## src/rtl/hazard_forward_ctrl_pkg.sv

```systemverilog
// hazard_forward_ctrl_pkg: shared forward encodings, FSM states and scoreboard slot layout
package hazard_forward_ctrl_pkg;
  localparam int REG_W = 3;
  localparam logic [1:0] FWD_REG = 2'b00;
  localparam logic [1:0] FWD_ALU = 2'b01;
  localparam logic [1:0] FWD_MEM = 2'b10;
  localparam logic [1:0] FWD_WB  = 2'b11;
  typedef enum logic [1:0] {ST_RUN = 2'd0, ST_LDSTALL = 2'd1, ST_FROZEN = 2'd2} state_e;
  typedef struct packed {
    logic             vld;
    logic [REG_W-1:0] rd;
    logic             wr;
    logic             ld;
  } slot_t;
  function automatic logic slot_hit(slot_t s, logic [REG_W-1:0] r);
    return s.vld && s.wr && s.rd == r;
  endfunction
endpackage

```

## src/rtl/hazard_forward_ctrl_if.sv

```systemverilog
// hazard_forward_ctrl_if: ID-stage request bundle in, forward/stall/kill controls and counters out
// master drives id_* and mem_wait; slave (the controller) drives forward_*, stall, kill_if, bubble_ex, counters
interface hazard_forward_ctrl_if #(parameter int CNT_W = 16);
  import hazard_forward_ctrl_pkg::*;
  logic             id_valid;
  logic [REG_W-1:0] id_ra;
  logic [REG_W-1:0] id_rb;
  logic             id_use_a;
  logic             id_use_b;
  logic [REG_W-1:0] id_rd;
  logic             id_reg_write;
  logic             id_mem_read;
  logic             id_redirect;
  logic             mem_wait;
  logic [1:0]       forward_a;
  logic [1:0]       forward_b;
  logic             stall;
  logic             kill_if;
  logic             bubble_ex;
  logic [CNT_W-1:0] stall_count;
  logic [CNT_W-1:0] flush_count;
  modport master (
    output id_valid, id_ra, id_rb, id_use_a, id_use_b, id_rd, id_reg_write, id_mem_read,
           id_redirect, mem_wait,
    input  forward_a, forward_b, stall, kill_if, bubble_ex, stall_count, flush_count
  );
  modport slave (
    input  id_valid, id_ra, id_rb, id_use_a, id_use_b, id_rd, id_reg_write, id_mem_read,
           id_redirect, mem_wait,
    output forward_a, forward_b, stall, kill_if, bubble_ex, stall_count, flush_count
  );
endinterface

```

## src/rtl/hazard_forward_ctrl_fwd_select.sv

```systemverilog
// hazard_forward_ctrl_fwd_select: prioritised EX>MEM>WB forward select for one source operand
// in: use_r, r, ex/mem/wb slots; out: sel (FWD_* code), ex_hit (EX slot produces r)
module hazard_forward_ctrl_fwd_select
  import hazard_forward_ctrl_pkg::*;
#(
  parameter int ZERO_REG = 0
) (
  input  logic             use_r,
  input  logic [REG_W-1:0] r,
  input  slot_t            ex,
  input  slot_t            mem,
  input  slot_t            wb,
  output logic [1:0]       sel,
  output logic             ex_hit
);
  localparam logic [REG_W-1:0] ZR = REG_W'(ZERO_REG);
  logic live;
  always_comb begin
    live   = use_r && r != ZR;
    ex_hit = live && slot_hit(ex, r);
    sel    = ex_hit ? FWD_ALU : (live && slot_hit(mem, r)) ? FWD_MEM :
             (live && slot_hit(wb, r)) ? FWD_WB : FWD_REG;
  end
endmodule

```

## src/rtl/hazard_forward_ctrl.sv

```systemverilog
// hazard_forward_ctrl: forwarding selects, load-use stall, redirect kill and stall/flush counters
// ports: clk, rst_n (async active-low), bus (hazard_forward_ctrl_if.slave)
module hazard_forward_ctrl
  import hazard_forward_ctrl_pkg::*;
#(
  parameter int CNT_W    = 16,
  parameter int ZERO_REG = 0
) (
  input  logic                  clk,
  input  logic                  rst_n,
  hazard_forward_ctrl_if.slave  bus
);
  state_e           state_q, state_d;
  slot_t            ex_q, ex_d, mem_q, mem_d, wb_q, wb_d;
  logic [CNT_W-1:0] stall_count_q, stall_count_d, flush_count_q, flush_count_d;
  logic [1:0]       sel_a, sel_b;
  logic             ex_hit_a, ex_hit_b, hazard, ld_stall, stall, kill;
  hazard_forward_ctrl_fwd_select #(.ZERO_REG(ZERO_REG)) u_fwd_a (
    .use_r(bus.id_use_a), .r(bus.id_ra), .ex(ex_q), .mem(mem_q), .wb(wb_q),
    .sel(sel_a), .ex_hit(ex_hit_a)
  );
  hazard_forward_ctrl_fwd_select #(.ZERO_REG(ZERO_REG)) u_fwd_b (
    .use_r(bus.id_use_b), .r(bus.id_rb), .ex(ex_q), .mem(mem_q), .wb(wb_q),
    .sel(sel_b), .ex_hit(ex_hit_b)
  );
  // The load-use stall is raised combinationally in the cycle the hazard appears;
  // ST_LDSTALL marks the following cycle, where the load sits in MEM and must not re-stall.
  // Outputs are gated by rst_n so they read 0 throughout reset regardless of inputs.
  always_comb begin
    hazard        = ex_q.ld && (ex_hit_a || ex_hit_b);
    ld_stall      = rst_n && !bus.mem_wait && bus.id_valid && hazard && state_q != ST_LDSTALL;
    stall         = rst_n && (bus.mem_wait || ld_stall);
    kill          = rst_n && bus.id_redirect && bus.id_valid && !stall;
    state_d       = bus.mem_wait ? ST_FROZEN : ld_stall ? ST_LDSTALL : ST_RUN;
    wb_d          = bus.mem_wait ? wb_q : mem_q;
    mem_d         = bus.mem_wait ? mem_q : ex_q;
    ex_d          = bus.mem_wait ? ex_q : (bus.id_valid && !stall) ?
                    slot_t'{1'b1, bus.id_rd, bus.id_reg_write, bus.id_mem_read} : slot_t'('0);
    stall_count_d = stall_count_q + CNT_W'(ld_stall && !(&stall_count_q));
    flush_count_d = flush_count_q + CNT_W'(kill && !(&flush_count_q));
  end
  always_ff @(posedge clk or negedge rst_n) begin
    if (!rst_n) begin
      state_q       <= ST_RUN;
      ex_q          <= '0;
      mem_q         <= '0;
      wb_q          <= '0;
      stall_count_q <= '0;
      flush_count_q <= '0;
    end else begin
      state_q       <= state_d;
      ex_q          <= ex_d;
      mem_q         <= mem_d;
      wb_q          <= wb_d;
      stall_count_q <= stall_count_d;
      flush_count_q <= flush_count_d;
    end
  end
  assign bus.forward_a   = hazard ? FWD_REG : sel_a;
  assign bus.forward_b   = hazard ? FWD_REG : sel_b;
  assign bus.stall       = stall;
  assign bus.bubble_ex   = ld_stall;
  assign bus.kill_if     = kill;
  assign bus.stall_count = stall_count_q;
  assign bus.flush_count = flush_count_q;
endmodule
```

## src/flat_wrapper.sv

```systemverilog
// flat-port wrapper written by rule: the top's interface ports become plain ports
module hazard_forward_ctrl_flat import hazard_forward_ctrl_pkg::*;
#(
  parameter int CNT_W    = 16,
  parameter int ZERO_REG = 0
)
  (clk, rst_n, bus_id_valid, bus_id_ra, bus_id_rb, bus_id_use_a, bus_id_use_b, bus_id_rd, bus_id_reg_write, bus_id_mem_read, bus_id_redirect, bus_mem_wait, bus_forward_a, bus_forward_b, bus_stall, bus_kill_if, bus_bubble_ex, bus_stall_count, bus_flush_count);
  hazard_forward_ctrl_if #(.CNT_W(CNT_W)) bus_i ();
  input  logic clk;
  input  logic rst_n;
  input wire logic [$bits(bus_i.id_valid)-1:0] bus_id_valid;
  input wire logic [$bits(bus_i.id_ra)-1:0] bus_id_ra;
  input wire logic [$bits(bus_i.id_rb)-1:0] bus_id_rb;
  input wire logic [$bits(bus_i.id_use_a)-1:0] bus_id_use_a;
  input wire logic [$bits(bus_i.id_use_b)-1:0] bus_id_use_b;
  input wire logic [$bits(bus_i.id_rd)-1:0] bus_id_rd;
  input wire logic [$bits(bus_i.id_reg_write)-1:0] bus_id_reg_write;
  input wire logic [$bits(bus_i.id_mem_read)-1:0] bus_id_mem_read;
  input wire logic [$bits(bus_i.id_redirect)-1:0] bus_id_redirect;
  input wire logic [$bits(bus_i.mem_wait)-1:0] bus_mem_wait;
  output wire logic [$bits(bus_i.forward_a)-1:0] bus_forward_a;
  output wire logic [$bits(bus_i.forward_b)-1:0] bus_forward_b;
  output wire logic [$bits(bus_i.stall)-1:0] bus_stall;
  output wire logic [$bits(bus_i.kill_if)-1:0] bus_kill_if;
  output wire logic [$bits(bus_i.bubble_ex)-1:0] bus_bubble_ex;
  output wire logic [$bits(bus_i.stall_count)-1:0] bus_stall_count;
  output wire logic [$bits(bus_i.flush_count)-1:0] bus_flush_count;
  assign bus_i.id_valid = bus_id_valid;
  assign bus_i.id_ra = bus_id_ra;
  assign bus_i.id_rb = bus_id_rb;
  assign bus_i.id_use_a = bus_id_use_a;
  assign bus_i.id_use_b = bus_id_use_b;
  assign bus_i.id_rd = bus_id_rd;
  assign bus_i.id_reg_write = bus_id_reg_write;
  assign bus_i.id_mem_read = bus_id_mem_read;
  assign bus_i.id_redirect = bus_id_redirect;
  assign bus_i.mem_wait = bus_mem_wait;
  assign bus_forward_a = bus_i.forward_a;
  assign bus_forward_b = bus_i.forward_b;
  assign bus_stall = bus_i.stall;
  assign bus_kill_if = bus_i.kill_if;
  assign bus_bubble_ex = bus_i.bubble_ex;
  assign bus_stall_count = bus_i.stall_count;
  assign bus_flush_count = bus_i.flush_count;
  hazard_forward_ctrl #(.CNT_W(CNT_W), .ZERO_REG(ZERO_REG)) u_core (.clk(clk), .rst_n(rst_n), .bus(bus_i));
endmodule
```

## config.mk

```make
export PLATFORM = sky130hd
export DESIGN_NAME = hazard_forward_ctrl_flat
export DESIGN_NICKNAME = d
export VERILOG_FILES = /design/src/rtl/hazard_forward_ctrl_pkg.sv /design/src/rtl/hazard_forward_ctrl_if.sv /design/src/rtl/hazard_forward_ctrl_fwd_select.sv /design/src/rtl/hazard_forward_ctrl.sv /design/src/flat_wrapper.sv
export SDC_FILE = /design/constraint.sdc
export NUM_CORES = 1
export LEC_CHECK = 0
export BUFFER_PORTS_ARGS = -buffer_cell sky130_fd_sc_hd__buf_4
export CAP_MARGIN = 20
export CELL_PAD_IN_SITES_DETAIL_PLACEMENT = 0
export CELL_PAD_IN_SITES_GLOBAL_PLACEMENT = 1
export CORE_MARGIN = 4
export CORE_UTILIZATION = 42
export CTS_CLUSTER_SIZE = 24
export DETAILED_ROUTE_END_ITERATION = 6
export HOLD_SLACK_MARGIN = 0.05
export PLACE_DENSITY_LB_ADDON = 0.1
export SLEW_MARGIN = 20
export SYNTH_ARGS = -nofsm -noshare
export SYNTH_HDL_FRONTEND = slang
export SYNTH_SLANG_ARGS = --single-unit
```

## constraint.sdc

```tcl
create_clock -name clk -period 2.7 [get_ports clk]
set_clock_uncertainty 0.15 [all_clocks]
set_input_delay 0.54 -clock clk [delete_from_list [all_inputs] [get_ports clk]]
set_output_delay 0.54 -clock clk [all_outputs]
set_load 0.03 [all_outputs]
```

==> results of run 1 <==
## placed cells by master (no fill, tap or decap), types with 2 or more instances in the layout
master	Yosys	routed
o21ai_0	3	3
nand4_1	10	10
inv_1	3	3
a22oi_1	2	2
a41oi_1	2	2
o21a_1	2	2
o31ai_1	2	2
nor2_1	8	8
nand2_1	23	23
a31oi_1	3	2
dfrtp_2	0	2
dfrtp_1	50	48
ha_1	5	4
nand3_1	13	11
mux2_2	10	10
and4_1	6	6
nand3_2	0	2
and3_1	6	6
o21ai_1	4	4
clkbuf_8	0	6
xor2_1	15	15
and2_1	4	4
buf_4	2	77
xnor2_1	30	29
## what timing repair did
action	CTS	global route
hold endpoints to repair	0	0
endpoints found under the setup margin	1	18
pin swaps	0	4
resized for setup	1	10
setup buffers	0	2
hold buffers	0	0
## sequential cells by signal, summed over array words and instances, names as in the netlist
signal,cells
u_core.bus.flush_count,16
u_core.bus.stall_count,16
u_core.ex_q,6
u_core.mem_q,5
u_core.state_q,2
u_core.wb_q,5
## worst max path at each step
stage | endpoint | startpoint | depth (start not counted) | slack [ns]
finish | bus_forward_a[1] | bus_id_ra[2] | 7 | 0.08
global route | u_core.bus.flush_count[14]$_DFF_PN0_ | u_core.ex_q[3]$_DFFE_PN0N_ | 11 | -0.02
CTS | bus_kill_if | u_core.ex_q[4]$_DFFE_PN0N_ | 8 | 0.01
global placement | u_core.bus.stall_count[13]$_DFF_PN0_ | bus_id_ra[0] | 11 | -0.05
floorplan | u_core.bus.flush_count[14]$_DFF_PN0_ | bus_id_ra[1] | 12 | 0.03
detailed placement | u_core.bus.flush_count[14]$_DFF_PN0_ | bus_id_rb[1] | 12 | -0.11
## worst reg2reg max path: stages (launching register included)
cell	delay [ns]
dfrtp_2	0.47
and4bb_1	0.22
o211ai_2	0.21
a31oi_4	0.12
buf_4	0.17
nor3_2	0.18
ha_2	0.23
ha_1	0.17
and3_1	0.16
nand4_1	0.12
nor2_1	0.16
xor2_1	0.16
## logic make-up (layout without fill, tap and decap cells)
| group | count (synthesis) | after routing | share of synthesized area |
|---|---|---|---|
| muxes | 10 | 10 | 0.0443 |
| buffers and inverters | 12 | 88 | 0.0310 |
| AOI/OAI and AO/OA | 25 | 25 | 0.0695 |
| xor gates and xnor gates | 46 | 46 | 0.162 |
| adders and majority gates | 5 | 5 | 0.0246 |
| and+or+nand+nor | 81 | 81 | 0.176 |
| DFF | 50 | 50 | 0.493 |
## metal layers
layer  vias to the layer above  share of wire  global-route usage
li1                        968              -                   -
met1                       971           0.45               0.220
met2                        38           0.50               0.259
met3                         6          0.036              0.0375
met4                         0         0.0085              0.0345
met5                         -              0                   0
## synthesized netlist by cell type (all sizes together)
| cell type | n | area [µm²] |
|---|---|---|
| nor2 | 8 | 30.0 |
| o22ai | 1 | 6.26 |
| o31ai | 2 | 15.0 |
| xor2 | 15 | 131 |
| mux2 | 10 | 113 |
| ha | 5 | 62.6 |
| nand3 | 13 | 65.1 |
| o211ai | 1 | 12.5 |
| o21a | 2 | 15.0 |
| nor4 | 2 | 12.5 |
| and4bb | 1 | 12.5 |
| nor2b | 1 | 8.76 |
| nand4 | 11 | 75.1 |
| inv | 3 | 11.3 |
| a311oi | 1 | 8.76 |
| o21ai | 7 | 35.0 |
| a31oi | 3 | 18.8 |
| a22oi | 2 | 15.0 |
| buf | 8 | 63.8 |
| dfrtp | 50 | 1250 |
| a221o | 1 | 10.0 |
| o31a | 1 | 8.76 |
| or2 | 1 | 6.26 |
| nand3b | 1 | 7.51 |
| xnor2 | 31 | 279 |
| nand2 | 23 | 86.3 |
| a41oi | 2 | 17.5 |
| a21oi | 1 | 5.00 |
| nor3b | 1 | 7.51 |
| or3 | 1 | 6.26 |
| o2111ai | 1 | 8.76 |
| and4 | 6 | 52.6 |
| clkbuf | 1 | 3.75 |
| and3 | 6 | 37.5 |
| nor3 | 2 | 15.0 |
| and2 | 4 | 25.0 |
## final cells by class
type / instances / area [µm²]
clock inverter: 1 / 30.0
multi-input combinational: 167 / 1270
inverter: 3 / 11.3
fill: 546 / 2560
tap: 75 / 93.8
timing repair buffer: 78 / 589
sequential: 50 / 1250
clock buffer: 6 / 82.6
## report_power, final
group / switching [mW] / leakage (nW) / internal (mW)
logic: 0.168 / 0.869 / 0.140
clock network: 0.234 / 0.0573 / 0.297
registers: 0.0641 / 0.671 / 0.803
total: 0.466 / 1.60 / 1.24
## per-stage QoR
step | hold slack [ns] | setup TNS (ns) | area [µm²] | util
final | 0.0984 | 0 | 3330 | 0.566
after global routing | 0.0965 | -0.0725 | 3330 | 0.566
after CTS | 0.102 | 0 | 3260 | 0.553
after detailed placement | 0.331 | -0.375 | 3140 | 0.534
after global placement | 0.332 | -0.168 | 3140 | 0.534
after floorplan | 0.0944 | 0 | 2550 | -
==> out/results.ini, run 1 <==
[pwr]
power.density_nw_per_um2 = 512
p_leak_nw = 1.60
vdd_drop_max_mv = 0.277
totalPowerFinal_mw = 1.70

[timing]
layout_setup_ws_ns = 0.0811
finalCriticalPeriod_ns = 2.62
fmax_mhz = 382
min_period_over_period = 0.970
hold_viol_final = 0
max_slew.worst_pin.slew_ns = 0.433
setup_viol = 0
worst_slew_margin_rel = 0.711
drv_slew = 0

[synthesis]
synth_cell_types = 42
synth.avg_cell_area_um2 = 11.1
netlist_area_um2 = 2540
ys_seq_area_frac = 0.493
yosys_register_bits = 50
synth_fp_nets = 252
yosysWarnings = 0
postSynthCellCount = 229

[cts]
cts_buffers = 5
clkSinkCount = 50
clkLatencyLatePin_ns = 0.29
cts-root-buf = clkbuf_8
htreeDepth = 2
cts_buffer_depth = 2
cts_tree = yes
path_clk_slew_ns = 0.08

[critical_path]
cp-end-kind = output port
criticalPathCategory = input pin to output port
critPathMaxStageDelay_ns = 0.33
rr_endpoint = u_core.bus.flush_count[14]$_DFF_PN0_
timing.reg2reg.worst_path_depth = 11
cp_num_buf_inv = 3
crit_path_max_fanout = 4
cp.arrival_ns = 1.93
cpLargestDelayFamily = buffers and inverters
worst_path_max_delay_cell = nor4_2
rr_startpoint = u_core.ex_q[3]$_DFFE_PN0N_
rrSetupSlack_ns = 0.13
critPathRequiredTime_ns = 2.01
path_cells = buf_4 -> buf_4 -> xor2_1 -> nor4_2 -> a41oi_1 -> a311oi_2 -> buf_4
crit_path_frequent_cell = buf_4
startpoint_type = input pin

[global_route]
grt_first_pass_wirelength_um = 9400
grt_pass1_vias = 1939
grt_max_degree = 35
antenna_found_initial = 0
track_usage = 0.160
grt_overflow = 0

[cells_and_area]
diodes = 0
nets = 328
drive_above_1_share = 0.357
fin_cells = 380
syn_to_final_growth_pct = 31.1

[route]
drc_errors = 0
routed_wl_um = 5760
first_pass_iters = 6
ant_nets = 0
vias_per_cell = 5.22
num_vias = 1983
drtIter0Drc = 100
wl_per_cell_um = 15.2

[place]
placed_cells = 371
io_buffers = 56
place.gp.congestion = 0.805
dpl_worst_slack_ns = -0.112
place_hpwl_um = 4400

[run]
drv_cap = 0

[floorplan]
dieHeight_um = 85.8
rows = 28
core_um2 = 5890
io_pins = 57
initial_core_util = 0.432
die_area_um2 = 7360
die_w_um = 85.8

[hold_path]
hp-class = input pin to asynchronous set/reset pin

[status]
outcome = completed

(Power assumes the default switching activity.)
==> run 2: changes to the inputs <==
ABC_CLOCK_PERIOD_IN_PS = 2300   (was unset)
CORE_UTILIZATION = 38   (was 42)
RECOVER_POWER = 50   (was unset)
clock period = 2.3 ns   (was 2.7 ns; I/O delays follow)
==> out/results.ini, run 2 (synthesis gave the netlist of run 1 again) <==
[critical_path]
startpoint_type = register
criticalPathCategory = register to output port
path_cells = xnor2_1 -> nand4_2 -> buf_6 -> or2_4 -> a22oi_2 -> buf_6
crit_path_max_fanout = 5
cp.arrival_ns = 1.94
worst_path_max_delay_cell = dfrtp_2
critPathRequiredTime_ns = 1.69
critPathMaxStageDelay_ns = 0.49
timing.reg2reg.worst_path_depth = 10
cp-end-kind = output port
crit_path_frequent_cell = buf_6

[cells_and_area]
fillers = 543
diodes = 0
mostFrequentLayoutCells = buf_4, dfrtp_1, xnor2_1
seq_area_um2 = 1250
syn_to_final_growth_pct = 51.4
drive_above_1_share = 0.485
nets = 367
multiInputGateArea_um2 = 1470
final_common_cell = buf_4
fin_cells = 421
utilization = 0.599

[place]
place_hpwl_um = 4870
io_buffers = 56
placed_cells = 403
place.gp.congestion = 0.870

[global_route]
grt_overflow = 0
grt_first_pass_wirelength_um = 11200
antenna_found_initial = 0
track_usage = 0.168
grt_pass1_vias = 2284
grt_max_degree = 36

[route]
drc_errors = 0
wl_per_cell_um = 15.5
ant_nets = 0
drtIter0Drc = 60
vias_per_cell = 5.02
num_vias = 2113
routed_wl_um = 6510
first_pass_iters = 4

[floorplan]
die_area_um2 = 8060
dieHeight_um = 89.8
rows = 29
io_pins = 57
die_w_um = 89.8
initial_core_util = 0.395
core_um2 = 6420

[timing]
setup_viol = 27
hold_viol_final = 0
layout_setup_ws_ns = -0.252
min_period_over_period = 1.11
drv_slew = 0
fmax_mhz = 392
rsz0062_at_grt = yes
max_slew.worst_pin.slew_ns = 0.898
finalCriticalPeriod_ns = 2.55
worst_slew_margin_rel = 0.401

[cts]
clkLatencyLatePin_ns = 0.29
cts_tree = yes
path_clk_slew_ns = 0.09
cts_buffer_depth = 2
htreeDepth = 2
clkSinkCount = 50
cts_buffers = 5
cts-root-buf = clkbuf_8

[status]
outcome = complete, but fails checks
violations = setup timing

[hold_path]
hold_depth = 3
hp-class = input pin to register

[pwr]
vdd_drop_max_mv = 0.270
power.density_nw_per_um2 = 549
p_leak_nw = 1.83

[run]
drv_cap = 0

[run 2: critical path: cells and delay by family (launching register included)]
family	cells	cell delay (ns)
buf+inv	2	0.34
xor+xnor	1	0.21
simple gates	2	0.43
flops	1	0.49
compound gates	1	0.18
[run 2: layout make-up]
| class | instances | area share |
|---|---|---|
| multi-input combinational | 167 | 0.382 |
| tap | 77 | 0.0250 |
| inverter | 3 | 0.00293 |
| sequential | 50 | 0.326 |
| clock buffer | 6 | 0.0215 |
| clock inverter | 1 | 0.00781 |
| timing repair buffer | 117 | 0.235 |
[run 2: metal layers]
metal / global-route usage / share of wire
met1: 0.225 / 0.46
met2: 0.275 / 0.48
met3: 0.0401 / 0.048
met4: 0.0409 / 0.0066
met5: 0 / 0
[run 2: timing repair]
item                                   4_1_cts  5_1_grt
pin swaps                                   31       25
buffers inserted                             8        5
hold buffers                                 1        0
endpoints found under the hold margin       15        0
setup endpoints to repair                   33       33
resized for setup                           29       19
[run 2: stage by stage]
step | hold WS, ns | cell area (µm²) | total power [mW] | setup TNS (ns) | setup slack (ns)
after detailed placement | 0.329 | 3460 | 1.47 | -6.25 | -0.352
after CTS | 0.224 | 3770 | 2.14 | -3.33 | -0.242
final | 0.249 | 3850 | 2.11 | -3.26 | -0.252
after global placement | 0.324 | 3460 | 1.46 | -5.63 | -0.278
after floorplan | 0.0144 | 2650 | 1.24 | -2.54 | -0.233
after global routing | 0.248 | 3850 | 2.23 | -6.60 | -0.351
[run 2: worst paths after layout]
check / start / endpoint / slack (ns)
max in group asynchronous: rst_n / u_core.mem_q[2]$_DFFE_PN0N_ / 0.74
min in group asynchronous: rst_n / u_core.bus.flush_count[14]$_DFF_PN0_ / 0.43
setup / recovery: u_core.ex_q[3]$_DFFE_PN0N_ / bus_forward_b[0] / -0.25
hold reg to reg: u_core.bus.stall_count[14]$_DFF_PN0_ / u_core.bus.stall_count[14]$_DFF_PN0_ / 0.35
hold / removal: bus_id_reg_write / u_core.ex_q[1]$_DFFE_PN0N_ / 0.25
setup reg to reg: u_core.ex_q[3]$_DFFE_PN0N_ / u_core.bus.flush_count[14]$_DFF_PN0_ / -0.17
[run 2: report_power, final]
part	internal [mW]	leakage [nW]	switching, mW
clock	0.348	0.0573	0.276
sequential	0.942	0.671	0.0540
combinational	0.236	1.10	0.255
==> run 3: changes to the inputs <==
ABC_CLOCK_PERIOD_IN_PS = 2850   (was 2300)
CORE_UTILIZATION = 42   (was 38)
clock period = 2.85 ns   (was 2.3 ns; I/O delays follow)
==> out/results.ini, run 3 (synthesis gave the netlist of run 1 again) <==
[status]
outcome = completed

[cells_and_area]
drive_above_1_share = 0.265
final_common_cell = buf_4
diodes = 0
final_area_um2 = 3120
nets = 316
syn_to_final_growth_pct = 22.9
fillers = 552
mostFrequentLayoutCells = buf_4, dfrtp_1, xnor2_1

[cts]
cts_buffer_depth = 2
htreeDepth = 2
path_clk_slew_ns = 0.09
clkLatencyLatePin_ns = 0.30
cts_tree = yes
clkSinkCount = 50
cts_setup_buffers = 0
cts-root-buf = clkbuf_8
cts_buffers = 5

[pwr]
p_leak_nw = 1.48
power.density_nw_per_um2 = 483
vdd_drop_max_mv = 0.264

[hold_path]
hp-class = input pin to asynchronous set/reset pin

[place]
placed_area_um2 = 3060
place.gp.congestion = 0.793
place_hpwl_um = 4150
io_buffers = 56

[route]
vias_per_cell = 5.14
first_pass_iters = 5
ant_nets = 0
drc_errors = 0
num_vias = 1898
wl_per_cell_um = 15.1
drtIter0Drc = 80
routed_wl_um = 5590

[global_route]
track_usage = 0.160
grt_first_pass_wirelength_um = 9310
grt_overflow = 0
antenna_found_initial = 0
grt_max_degree = 52
grt_pass1_vias = 1809

[floorplan]
rows = 28
core_um2 = 5890
die_area_um2 = 7360
io_pins = 57
initial_core_util = 0.432
dieHeight_um = 85.8
die_w_um = 85.8

[timing]
max_slew.worst_pin.slew_ns = 0.902
tns_ns = 0
worst_slew_margin_rel = 0.399
fmax_mhz = 370
setup_viol = 0
finalCriticalPeriod_ns = 2.71
hold_viol_final = 0
drv_slew = 0
min_period_over_period = 0.949
rsz0062_at_grt = no

[critical_path]
cp-end-kind = output port
startpoint_type = input pin
criticalPathCategory = input pin to output port
crit_path_max_fanout = 5
cp.arrival_ns = 1.99
critPathRequiredTime_ns = 2.13

[run]
drv_cap = 0

==> run 3: critical path, cell delays in order <==
cell and delay, ns:
buf_4 0.13, o31a_1 0.33, nand4_2 0.09, clkbuf_1 0.20
o22ai_1 0.12, a311oi_1 0.32, buf_4 0.22
==> run 3: metal layers <==
metal,wire (µm),GRT usage,part of all wire
met1,2690,0.233,0.48
met3,238,0.0394,0.043
met4,65,0.0403,0.012
met2,2600,0.239,0.46
met5,0,0,0
==> run 3: repair_timing <==
item	in CTS	in global routing
hold buffers	0	0
setup endpoints to repair	0	1
gates resized for setup	0	1
==> run 3: report_power, final <==
part / internal (mW) / total, mW / switching [mW]
Sequential: 0.760 / 0.825 / 0.0650
Combinational: 0.107 / 0.249 / 0.142
Clock: 0.201 / 0.435 / 0.234
Total: 1.07 / 1.51 / 0.442
==> run 3: path summary, 6_finish.rpt <==
check,from,endpoint,slack [ns],depth (start not counted)
setup / recovery,bus_id_rb[1],bus_forward_a[1],0.14,7
hold / removal,rst_n,u_core.ex_q[5]$_DFFE_PN0N_,0.35,2
setup reg to reg,u_core.ex_q[4]$_DFFE_PN0N_,u_core.bus.flush_count[14]$_DFF_PN0_,0.24,11
hold reg to reg,u_core.bus.stall_count[10]$_DFF_PN0_,u_core.bus.stall_count[10]$_DFF_PN0_,0.35,1
max in group asynchronous,rst_n,u_core.bus.flush_count[13]$_DFF_PN0_,1.76,2
min in group clk,u_core.bus.stall_count[10]$_DFF_PN0_,u_core.bus.stall_count[10]$_DFF_PN0_,0.35,1
==> run 3: cell type report <==
| class | count | area, µm² | share of cell area |
|---|---|---|---|
| tap | 75 | 93.8 | 0.0301 |
| multi-input combinational | 167 | 1220 | 0.390 |
| timing repair buffer | 66 | 454 | 0.145 |
| clock buffer | 7 | 86.3 | 0.0277 |
| sequential | 50 | 1250 | 0.401 |
| clock inverter | 1 | 8.76 | 0.00281 |
| inverter | 3 | 11.3 | 0.00361 |
==> run 3: through the flow <==
step	cells	total power, mW	utilization	hold slack [ns]	worst slack (ns)
after floorplan	229	0.986	-	0.124	0.0403
after global routing	369	1.60	0.530	0.355	0.0352
after detailed placement	361	1.10	0.520	0.336	0.0324
after global placement	361	1.10	0.520	0.334	0.0554
final	369	1.51	0.530	0.347	0.144
after CTS	369	1.54	0.536	0.281	0.156
